<file path="src/rtl/router_ctrl_fsm_n_pkg.sv">
// Shared types and parameter checks for the N-channel router control FSM.
// The optional wait timeout is enabled by defining ROUTER_WAIT_TIMEOUT_EN.
package router_pkg;

    typedef enum logic [3:0] {
        DECODE_ADDRESS     = 4'd0,
        LOAD_FIRST_DATA    = 4'd1,
        LOAD_DATA          = 4'd2,
        WAIT_TILL_EMPTY    = 4'd3,
        FIFO_FULL_STATE    = 4'd4,
        LOAD_PARITY        = 4'd5,
        CHECK_PARITY_ERROR = 4'd6,
        LOAD_AFTER_FULL    = 4'd7,
        DROP_PACKET        = 4'd8
    } state_t;

    function automatic bit params_legal(int n_ch, int addr_w, int wait_tmo);
        return (n_ch >= 2) && (n_ch <= 16) && (addr_w >= 1) && (addr_w <= 30) &&
               ((1 << addr_w) >= n_ch) && (wait_tmo >= 1);
    endfunction

endpackage

</file>
<file path="src/rtl/router_ctrl_fsm_n_if.sv">
// Signal bundle between the input synchroniser/FIFO side and the router control FSM.
// The FSM itself lives in router_ctrl_fsm_n.sv; the wait timeout is gated by ROUTER_WAIT_TIMEOUT_EN.
interface router_ctrl_fsm_n_if
    import router_pkg::*;
#(
    parameter int N_CH   = 3,
    parameter int ADDR_W = 2
);
    // pkt_valid qualifies din only in DECODE_ADDRESS; there is no ready, the
    // state outputs (busy, wr_en_req, ...) are the only flow control back to the source.
    logic              pkt_valid;
    logic [ADDR_W-1:0] din;
    logic [N_CH-1:0]   fifo_empty;
    logic [N_CH-1:0]   fifo_full;
    logic [N_CH-1:0]   soft_rst;
    logic              parity_done;
    logic              low_pkt_valid;

    logic              detect_addr;
    logic              lfd_state;
    logic              ld_state;
    logic              laf_state;
    logic              full_state;
    logic              rst_int_reg;
    logic              wr_en_req;
    logic              busy;
    logic [N_CH-1:0]   dest_sel;
    logic              addr_err;
    logic              drop;
    state_t            state_dbg;

    modport master (
        output pkt_valid, din, fifo_empty, fifo_full, soft_rst, parity_done, low_pkt_valid,
        input  detect_addr, lfd_state, ld_state, laf_state, full_state, rst_int_reg,
               wr_en_req, busy, dest_sel, addr_err, drop, state_dbg
    );

    modport slave (
        input  pkt_valid, din, fifo_empty, fifo_full, soft_rst, parity_done, low_pkt_valid,
        output detect_addr, lfd_state, ld_state, laf_state, full_state, rst_int_reg,
               wr_en_req, busy, dest_sel, addr_err, drop, state_dbg
    );

endinterface

</file>
<file path="src/rtl/router_ctrl_fsm_n_wait_timer.sv">
// Cycle counter bounding the time spent in WAIT_TILL_EMPTY.
// Only present in builds with ROUTER_WAIT_TIMEOUT_EN defined.
`ifdef ROUTER_WAIT_TIMEOUT_EN
module router_wait_timer #(
    parameter int WAIT_TMO = 255
) (
    input  logic clk,
    input  logic rst,
    input  logic clr,
    input  logic en,
    output logic expired
);
    localparam int W = $clog2(WAIT_TMO + 1);
    localparam logic [W-1:0] LAST = W'(WAIT_TMO - 1);

    logic [W-1:0] cnt;

    always_ff @(posedge clk) begin
        if (!rst || clr) begin
            cnt <= '0;
        end else if (en && (cnt != LAST)) begin
            cnt <= cnt + W'(1);
        end
    end

    // High during the WAIT_TMO-th wait cycle; an empty FIFO that cycle still wins.
    assign expired = en && (cnt == LAST);

endmodule
`endif

</file>
<file path="src/rtl/router_ctrl_fsm_n.sv">
// Write-side control FSM for an N-output packet router.
// Define ROUTER_WAIT_TIMEOUT_EN to bound WAIT_TILL_EMPTY and drop packets that stall there.
module router_ctrl_fsm_n
    import router_pkg::*;
#(
    parameter int N_CH     = 3,
    parameter int ADDR_W   = 2,
    parameter int WAIT_TMO = 255
) (
    input logic              clk,
    input logic              rst,
    router_ctrl_fsm_n_if.slave bus
);

    if (!params_legal(N_CH, ADDR_W, WAIT_TMO)) begin : g_param_err
        $error("router_ctrl_fsm_n: illegal N_CH/ADDR_W/WAIT_TMO");
    end

    state_t          state;
    logic [N_CH-1:0] dest_sel;
    logic            addr_err;
    logic            drop;
    logic [N_CH-1:0] hdr_onehot;
    logic            hdr_legal;
    logic            hdr_empty;
    logic            dest_full;
    logic            dest_empty;
    logic            dest_soft;
    logic            wait_expired;

    // An out-of-range address shifts the one out of the vector, so zero means illegal.
    assign hdr_onehot = N_CH'(1) << bus.din;
    assign hdr_legal  = |hdr_onehot;
    assign hdr_empty  = |(hdr_onehot & bus.fifo_empty);
    assign dest_full  = |(dest_sel & bus.fifo_full);
    assign dest_empty = |(dest_sel & bus.fifo_empty);
    assign dest_soft  = |(dest_sel & bus.soft_rst);

`ifdef ROUTER_WAIT_TIMEOUT_EN
    router_wait_timer #(
        .WAIT_TMO (WAIT_TMO)
    ) u_wait_timer (
        .clk     (clk),
        .rst     (rst),
        .clr     (state != WAIT_TILL_EMPTY),
        .en      (state == WAIT_TILL_EMPTY),
        .expired (wait_expired)
    );
`else
    assign wait_expired = 1'b0;
`endif

    always_ff @(posedge clk) begin
        if (!rst) begin
            state    <= DECODE_ADDRESS;
            dest_sel <= '0;
            addr_err <= 1'b0;
            drop     <= 1'b0;
        end else begin
            addr_err <= 1'b0;
            drop     <= 1'b0;
            if ((state != DECODE_ADDRESS) && (state != DROP_PACKET) && dest_soft) begin
                state    <= DECODE_ADDRESS;
                dest_sel <= '0;
            end else begin
                case (state)
                    DECODE_ADDRESS: begin
                        if (bus.pkt_valid) begin
                            if (hdr_legal) begin
                                dest_sel <= hdr_onehot;
                                state    <= hdr_empty ? LOAD_FIRST_DATA : WAIT_TILL_EMPTY;
                            end else begin
                                state    <= DROP_PACKET;
                                addr_err <= 1'b1;
                            end
                        end
                    end
                    LOAD_FIRST_DATA: state <= LOAD_DATA;
                    LOAD_DATA: begin
                        if (dest_full)          state <= FIFO_FULL_STATE;
                        else if (!bus.pkt_valid) state <= LOAD_PARITY;
                    end
                    WAIT_TILL_EMPTY: begin
                        if (dest_empty) begin
                            state <= LOAD_FIRST_DATA;
                        end else if (wait_expired) begin
                            state    <= DROP_PACKET;
                            dest_sel <= '0;
                            drop     <= 1'b1;
                        end
                    end
                    FIFO_FULL_STATE: begin
                        if (!dest_full) state <= LOAD_AFTER_FULL;
                    end
                    LOAD_AFTER_FULL: begin
                        if (bus.parity_done) begin
                            state    <= DECODE_ADDRESS;
                            dest_sel <= '0;
                        end else if (bus.low_pkt_valid) begin
                            state <= LOAD_PARITY;
                        end else begin
                            state <= LOAD_DATA;
                        end
                    end
                    LOAD_PARITY: state <= CHECK_PARITY_ERROR;
                    CHECK_PARITY_ERROR: begin
                        if (dest_full) begin
                            state <= FIFO_FULL_STATE;
                        end else begin
                            state    <= DECODE_ADDRESS;
                            dest_sel <= '0;
                        end
                    end
                    DROP_PACKET: begin
                        if (!bus.pkt_valid) state <= DECODE_ADDRESS;
                    end
                    default: begin
                        state    <= DECODE_ADDRESS;
                        dest_sel <= '0;
                    end
                endcase
            end
        end
    end

    assign bus.detect_addr = (state == DECODE_ADDRESS);
    assign bus.lfd_state   = (state == LOAD_FIRST_DATA);
    assign bus.ld_state    = (state == LOAD_DATA);
    assign bus.laf_state   = (state == LOAD_AFTER_FULL);
    assign bus.full_state  = (state == FIFO_FULL_STATE);
    assign bus.rst_int_reg = (state == CHECK_PARITY_ERROR);
    assign bus.wr_en_req   = (state == LOAD_DATA) || (state == LOAD_PARITY) ||
                             (state == LOAD_AFTER_FULL);
    assign bus.busy        = (state != DECODE_ADDRESS) && (state != LOAD_DATA) &&
                             (state != DROP_PACKET);
    assign bus.dest_sel    = dest_sel;
    assign bus.addr_err    = addr_err;
    assign bus.drop        = drop;
    assign bus.state_dbg   = state;

endmodule
</file>
<file path="src/flat_wrapper.sv">
// flat-port wrapper written by rule: the top's interface ports become plain ports
module router_ctrl_fsm_n_flat import router_pkg::*;
#(
    parameter int N_CH     = 3,
    parameter int ADDR_W   = 2,
    parameter int WAIT_TMO = 255
)
  (clk, rst, bus_pkt_valid, bus_din, bus_fifo_empty, bus_fifo_full, bus_soft_rst, bus_parity_done, bus_low_pkt_valid, bus_detect_addr, bus_lfd_state, bus_ld_state, bus_laf_state, bus_full_state, bus_rst_int_reg, bus_wr_en_req, bus_busy, bus_dest_sel, bus_addr_err, bus_drop, bus_state_dbg);
  router_ctrl_fsm_n_if #(.N_CH(N_CH), .ADDR_W(ADDR_W)) bus_i ();
  input logic clk;
  input logic rst;
  input wire logic [$bits(bus_i.pkt_valid)-1:0] bus_pkt_valid;
  input wire logic [$bits(bus_i.din)-1:0] bus_din;
  input wire logic [$bits(bus_i.fifo_empty)-1:0] bus_fifo_empty;
  input wire logic [$bits(bus_i.fifo_full)-1:0] bus_fifo_full;
  input wire logic [$bits(bus_i.soft_rst)-1:0] bus_soft_rst;
  input wire logic [$bits(bus_i.parity_done)-1:0] bus_parity_done;
  input wire logic [$bits(bus_i.low_pkt_valid)-1:0] bus_low_pkt_valid;
  output wire logic [$bits(bus_i.detect_addr)-1:0] bus_detect_addr;
  output wire logic [$bits(bus_i.lfd_state)-1:0] bus_lfd_state;
  output wire logic [$bits(bus_i.ld_state)-1:0] bus_ld_state;
  output wire logic [$bits(bus_i.laf_state)-1:0] bus_laf_state;
  output wire logic [$bits(bus_i.full_state)-1:0] bus_full_state;
  output wire logic [$bits(bus_i.rst_int_reg)-1:0] bus_rst_int_reg;
  output wire logic [$bits(bus_i.wr_en_req)-1:0] bus_wr_en_req;
  output wire logic [$bits(bus_i.busy)-1:0] bus_busy;
  output wire logic [$bits(bus_i.dest_sel)-1:0] bus_dest_sel;
  output wire logic [$bits(bus_i.addr_err)-1:0] bus_addr_err;
  output wire logic [$bits(bus_i.drop)-1:0] bus_drop;
  output wire logic [$bits(bus_i.state_dbg)-1:0] bus_state_dbg;
  assign bus_i.pkt_valid = bus_pkt_valid;
  assign bus_i.din = bus_din;
  assign bus_i.fifo_empty = bus_fifo_empty;
  assign bus_i.fifo_full = bus_fifo_full;
  assign bus_i.soft_rst = bus_soft_rst;
  assign bus_i.parity_done = bus_parity_done;
  assign bus_i.low_pkt_valid = bus_low_pkt_valid;
  assign bus_detect_addr = bus_i.detect_addr;
  assign bus_lfd_state = bus_i.lfd_state;
  assign bus_ld_state = bus_i.ld_state;
  assign bus_laf_state = bus_i.laf_state;
  assign bus_full_state = bus_i.full_state;
  assign bus_rst_int_reg = bus_i.rst_int_reg;
  assign bus_wr_en_req = bus_i.wr_en_req;
  assign bus_busy = bus_i.busy;
  assign bus_dest_sel = bus_i.dest_sel;
  assign bus_addr_err = bus_i.addr_err;
  assign bus_drop = bus_i.drop;
  assign bus_state_dbg = bus_i.state_dbg;
  router_ctrl_fsm_n #(.N_CH(N_CH), .ADDR_W(ADDR_W), .WAIT_TMO(WAIT_TMO)) u_core (.clk(clk), .rst(rst), .bus(bus_i));
endmodule
</file>
<file path="config.mk">
export PLATFORM = sky130hd
export DESIGN_NAME = router_ctrl_fsm_n_flat
export DESIGN_NICKNAME = d
export VERILOG_FILES = /design/src/rtl/router_ctrl_fsm_n_pkg.sv /design/src/rtl/router_ctrl_fsm_n_if.sv /design/src/rtl/router_ctrl_fsm_n_wait_timer.sv /design/src/rtl/router_ctrl_fsm_n.sv /design/src/flat_wrapper.sv
export SDC_FILE = /design/constraint.sdc
export NUM_CORES = 1
export LEC_CHECK = 0
export ABC_CLOCK_PERIOD_IN_PS = 2050
export CORE_UTILIZATION = 38
export DETAILED_ROUTE_END_ITERATION = 8
export PLACE_DENSITY = 0.77
export SETUP_SLACK_MARGIN = 0.1
export SLEW_MARGIN = 20
export SYNTH_ARGS = -nofsm -noshare
export SYNTH_HDL_FRONTEND = slang
export SYNTH_SLANG_ARGS = --single-unit
</file>
<file path="constraint.sdc">
create_clock -name clk -period 2.05 [get_ports clk]
set_input_delay 0.41 -clock clk [delete_from_list [all_inputs] [get_ports clk]]
set_output_delay 0.41 -clock clk [all_outputs]
set_load 0.02 [all_outputs]
</file>
==> impl_metrics.json <==
{
  "syn_to_final_growth_pct": 78.9,
  "cp_max_fo": 5,
  "leakage_nw": 0.532,
  "ys_seq_elements": 8,
  "tritoncts": "yes",
  "drt_first_iter_violations": 48,
  "run_status": "finished clean",
  "power_density_nw_per_um2": 1180,
  "placement.io_buffers": 31,
  "core_region_area_sq_um": 1540,
  "worst_slack_ns": 0.166,
  "maximum_number_of_pins_on_one_net_before_global_route_repair": 12,
  "placer_s_final_routability_congestion_estimate": 0.880,
  "finalCritPeriodShare": 0.919,
  "report.final.hold_viol_count": 0,
  "first_global_vias": 816,
  "worst_hold_path.num_cells": 2,
  "clk_transition_reported_paths_ns": 0.05,
  "clock-root-buffer": "sky130_fd_sc_hd__clkbuf_4",
  "grt_first_pass_wirelength_microns": 3470,
  "yosys.cell_types.count": 29,
  "dp_hpwl_microns": 1670,
  "inserted_diodes": 0,
  "grt_antenna_before_repair": 0,
  "cp_num_buf_inv": 2,
  "floorplan.initialDensity": 0.415,
  "num_vias": 894,
  "synth_area_sq_um": 639,
  "ant_nets": 0,
  "max_freq_mhz": 531,
  "cap_viol_max_count": 0,
  "synth-warning-count": 0,
  "path_common_cell": "sky130_fd_sc_hd__buf_4",
  "total_power_mw": 1.36,
  "timing.hold.worst.start": "u_core.bus.dest_sel[1]",
  "worstReg2RegEnd": "u_core.bus.state_dbg[0]",
  "post_drt_wl_per_cell_microns": 14.8,
  "rows": 14,
  "syn_avg_cell_area_sq_um": 6.80,
  "seq_area_frac_synth": 0.250,
  "layout_min_cycle_time_ns": 1.88,
  "layout.nets": 156,
  "worstReg2RegStart": "u_core.bus.dest_sel[1]",
  "cts.sinks": 8,
  "die_area_sq_um": 1850,
  "r2r_setup_slack_ns": 0.17,
  "reg2regPathDepth": 7,
  "clock_latency_on_the_worst_skew_pair_ns": 0.25,
  "cts_buffer_depth": 2,
  "cts-hold-fix-buffers": 0,
  "timing.critical_path.max_delay_family": "compound AO/OA/AOI/OAI gates",
  "grt_setup_unrepaired": "no",
  "timing.critical_path.from_type": "flop",
  "final_layout_size_suffix_gt1_frac": 0.261,
  "grtUsageTotal": 0.246,
  "hp-class": "flop to flop",
  "globalRoute.totalOverflow": 0,
  "worstPathCellList": "a222oi_1 > buf_4 > buf_4 > or4_4 > o211ai_1 > o21bai_4 > o22ai_1",
  "max_stage_delay_ns": 0.54,
  "syn-instance-count": 94,
  "setup_viol": 0,
  "cts-buffers-inserted": 3,
  "wl_microns": 2280,
  "critPathRequiredTime_ns": 2.18,
  "die_w_microns": 43.0,
  "critical_path_endpoint_category": "flop",
  "worstSetupPathType": "flop to flop",
  "cp.arrival_ns": 2.01,
  "hold_path_end": "u_core.bus.dest_sel[1]",
  "timing_max_transition_violations_final": 0,
  "critical-path-slowest-cell": "sky130_fd_sc_hd__or4_4",
  "vertical_extent_of_the_die_microns": 43.0,
  "worst_ir_drop_vdd_mv": 0.641,
  "synthesis.nets": 110,
  "design.portCount": 33,
  "place_ws_ns": -0.197,
  "timing.clock.skew_ns": 0.00355,
  "vias_per_cell": 5.81,
  "dr.pass1.iters": 4,
  "cts_max_level": 1,
  "drc_errors": 0
}
[logic make-up after synthesis]
logic type,after synthesis,synth area share
and+or+nand+nor,46,0.366
AOI/OAI and AO/OA,27,0.282
buffers and inverters,10,0.0646
DFF,8,0.250
muxes,2,0.0313
other,1,0.00587
[routing by layer]
| metal | GRT usage | wire length [microns] |
|---|---|---|
| met4 | 0.0606 | 14 |
| met5 | 0 | 0 |
| met1 | 0.284 | 957 |
| met3 | 0.0936 | 169 |
| met2 | 0.424 | 1140 |
[cells in the final DEF (no fill, tap or decap), types with 3 or more instances in the layout]
cell	n
sky130_fd_sc_hd__clkbuf_4	3
sky130_fd_sc_hd__inv_1	3
sky130_fd_sc_hd__nor3_1	4
sky130_fd_sc_hd__nand2_1	13
sky130_fd_sc_hd__nor2_1	8
sky130_fd_sc_hd__dlygate4sd2_1	5
sky130_fd_sc_hd__dfxtp_2	6
sky130_fd_sc_hd__buf_4	17
sky130_fd_sc_hd__nor2b_1	5
sky130_fd_sc_hd__o21ai_0	8
sky130_fd_sc_hd__dlymetal6s2s_1	5
sky130_fd_sc_hd__nand2b_1	4
sky130_fd_sc_hd__clkdlybuf4s50_1	20
sky130_fd_sc_hd__a21oi_1	4
[power breakdown]
group | switching (mW) | internal [mW] | leakage [nW]
Clock | 0.0527 | 0.0669 | 0.0138
Sequential | 0.0743 | 0.199 | 0.0678
Combinational | 0.507 | 0.455 | 0.450
Total | 0.634 | 0.721 | 0.532
[tightest hold or removal path, stage by stage, from the launching register on]
cell and delay, ns:
sky130_fd_sc_hd__dfxtp_2 0.34, sky130_fd_sc_hd__nand2_1 0.06, sky130_fd_sc_hd__o21ai_0 0.06
[metrics by stage]
| stage | hold WS, ns | utilization | cells | setup TNS, ns | area, sq um |
|---|---|---|---|---|---|
| global route | 0.515 | 0.742 | 154 | 0 | 1140 |
| CTS | 0.532 | 0.698 | 151 | 0 | 1080 |
| global placement | 0.527 | 0.677 | 147 | -0.714 | 1040 |
| floorplan | 0.553 | - | 94 | 0 | 646 |
| detailed placement | 0.521 | 0.677 | 147 | -1.31 | 1040 |
| finish | 0.501 | 0.742 | 154 | 0 | 1140 |
[area by class of cell]
type                       count  area [sq um]
inverter                       3          11.3
clock buffer                   3          22.5
fill                         128           398
tap                           16          20.0
multi-input combinational     76           483
timing repair buffer          48           439
sequential                     8           168
[Yosys cell counts]
cell	count	area share
sky130_fd_sc_hd__a21boi_0	1	0.012
sky130_fd_sc_hd__a222oi_1	2	0.031
sky130_fd_sc_hd__nand4_1	2	0.020
sky130_fd_sc_hd__nand4b_1	2	0.027
sky130_fd_sc_hd__a31oi_1	1	0.0098
sky130_fd_sc_hd__o22ai_1	3	0.029
sky130_fd_sc_hd__nand3_1	3	0.023
sky130_fd_sc_hd__a221oi_2	1	0.023
sky130_fd_sc_hd__a221oi_1	2	0.027
sky130_fd_sc_hd__o211ai_1	1	0.012
sky130_fd_sc_hd__nand2b_1	4	0.039
sky130_fd_sc_hd__or4_1	2	0.023
sky130_fd_sc_hd__a21oi_1	4	0.031
sky130_fd_sc_hd__nor2_1	9	0.053
sky130_fd_sc_hd__inv_1	3	0.018
sky130_fd_sc_hd__dfxtp_1	8	0.25
sky130_fd_sc_hd__nor2b_1	5	0.049
sky130_fd_sc_hd__nand2_1	13	0.076
sky130_fd_sc_hd__clkbuf_1	6	0.035
sky130_fd_sc_hd__o21bai_1	1	0.012
sky130_fd_sc_hd__nor4b_1	1	0.014
sky130_fd_sc_hd__o21a_1	1	0.012
sky130_fd_sc_hd__and3_1	1	0.0098
sky130_fd_sc_hd__buf_4	1	0.012
sky130_fd_sc_hd__mux2i_1	2	0.031
sky130_fd_sc_hd__conb_1	1	0.0059
sky130_fd_sc_hd__a211oi_1	1	0.012
sky130_fd_sc_hd__o21ai_0	9	0.070
sky130_fd_sc_hd__nor3_1	4	0.031
[state kept, by name (all words and copies together) (netlist names)]
| name | flops |
|---|---|
| u_core.bus.state_dbg | 4 |
| u_core.bus.dest_sel | 3 |
| u_core.bus.addr_err | 1 |
[how the worst max path moves through the flow]
stage	from	to	slack, ns	cells past startpoint
5_1_grt	u_core.bus.dest_sel[1]	u_core.bus.state_dbg[3]	0.10	7
3_5_place_dp	bus_fifo_full[0]	u_core.bus.dest_sel[0]	-0.20	6
4_1_cts	u_core.bus.state_dbg[0]	bus_wr_en_req	0.004	4
2_1_floorplan	bus_fifo_full[0]	u_core.bus.dest_sel[0]	0.22	5
6_report	u_core.bus.dest_sel[1]	u_core.bus.state_dbg[0]	0.17	7
3_3_place_gp	bus_fifo_full[0]	u_core.bus.dest_sel[0]	-0.13	6
[repair_timing]
item / in CTS / in global routing
setup endpoints to repair: 15 / 10
gates cloned: 0 / 0
resized for setup: 11 / 17
pin swaps: 2 / 9
buffers inserted: 1 / 3
Note: power is estimated with default switching activity, not from simulation.
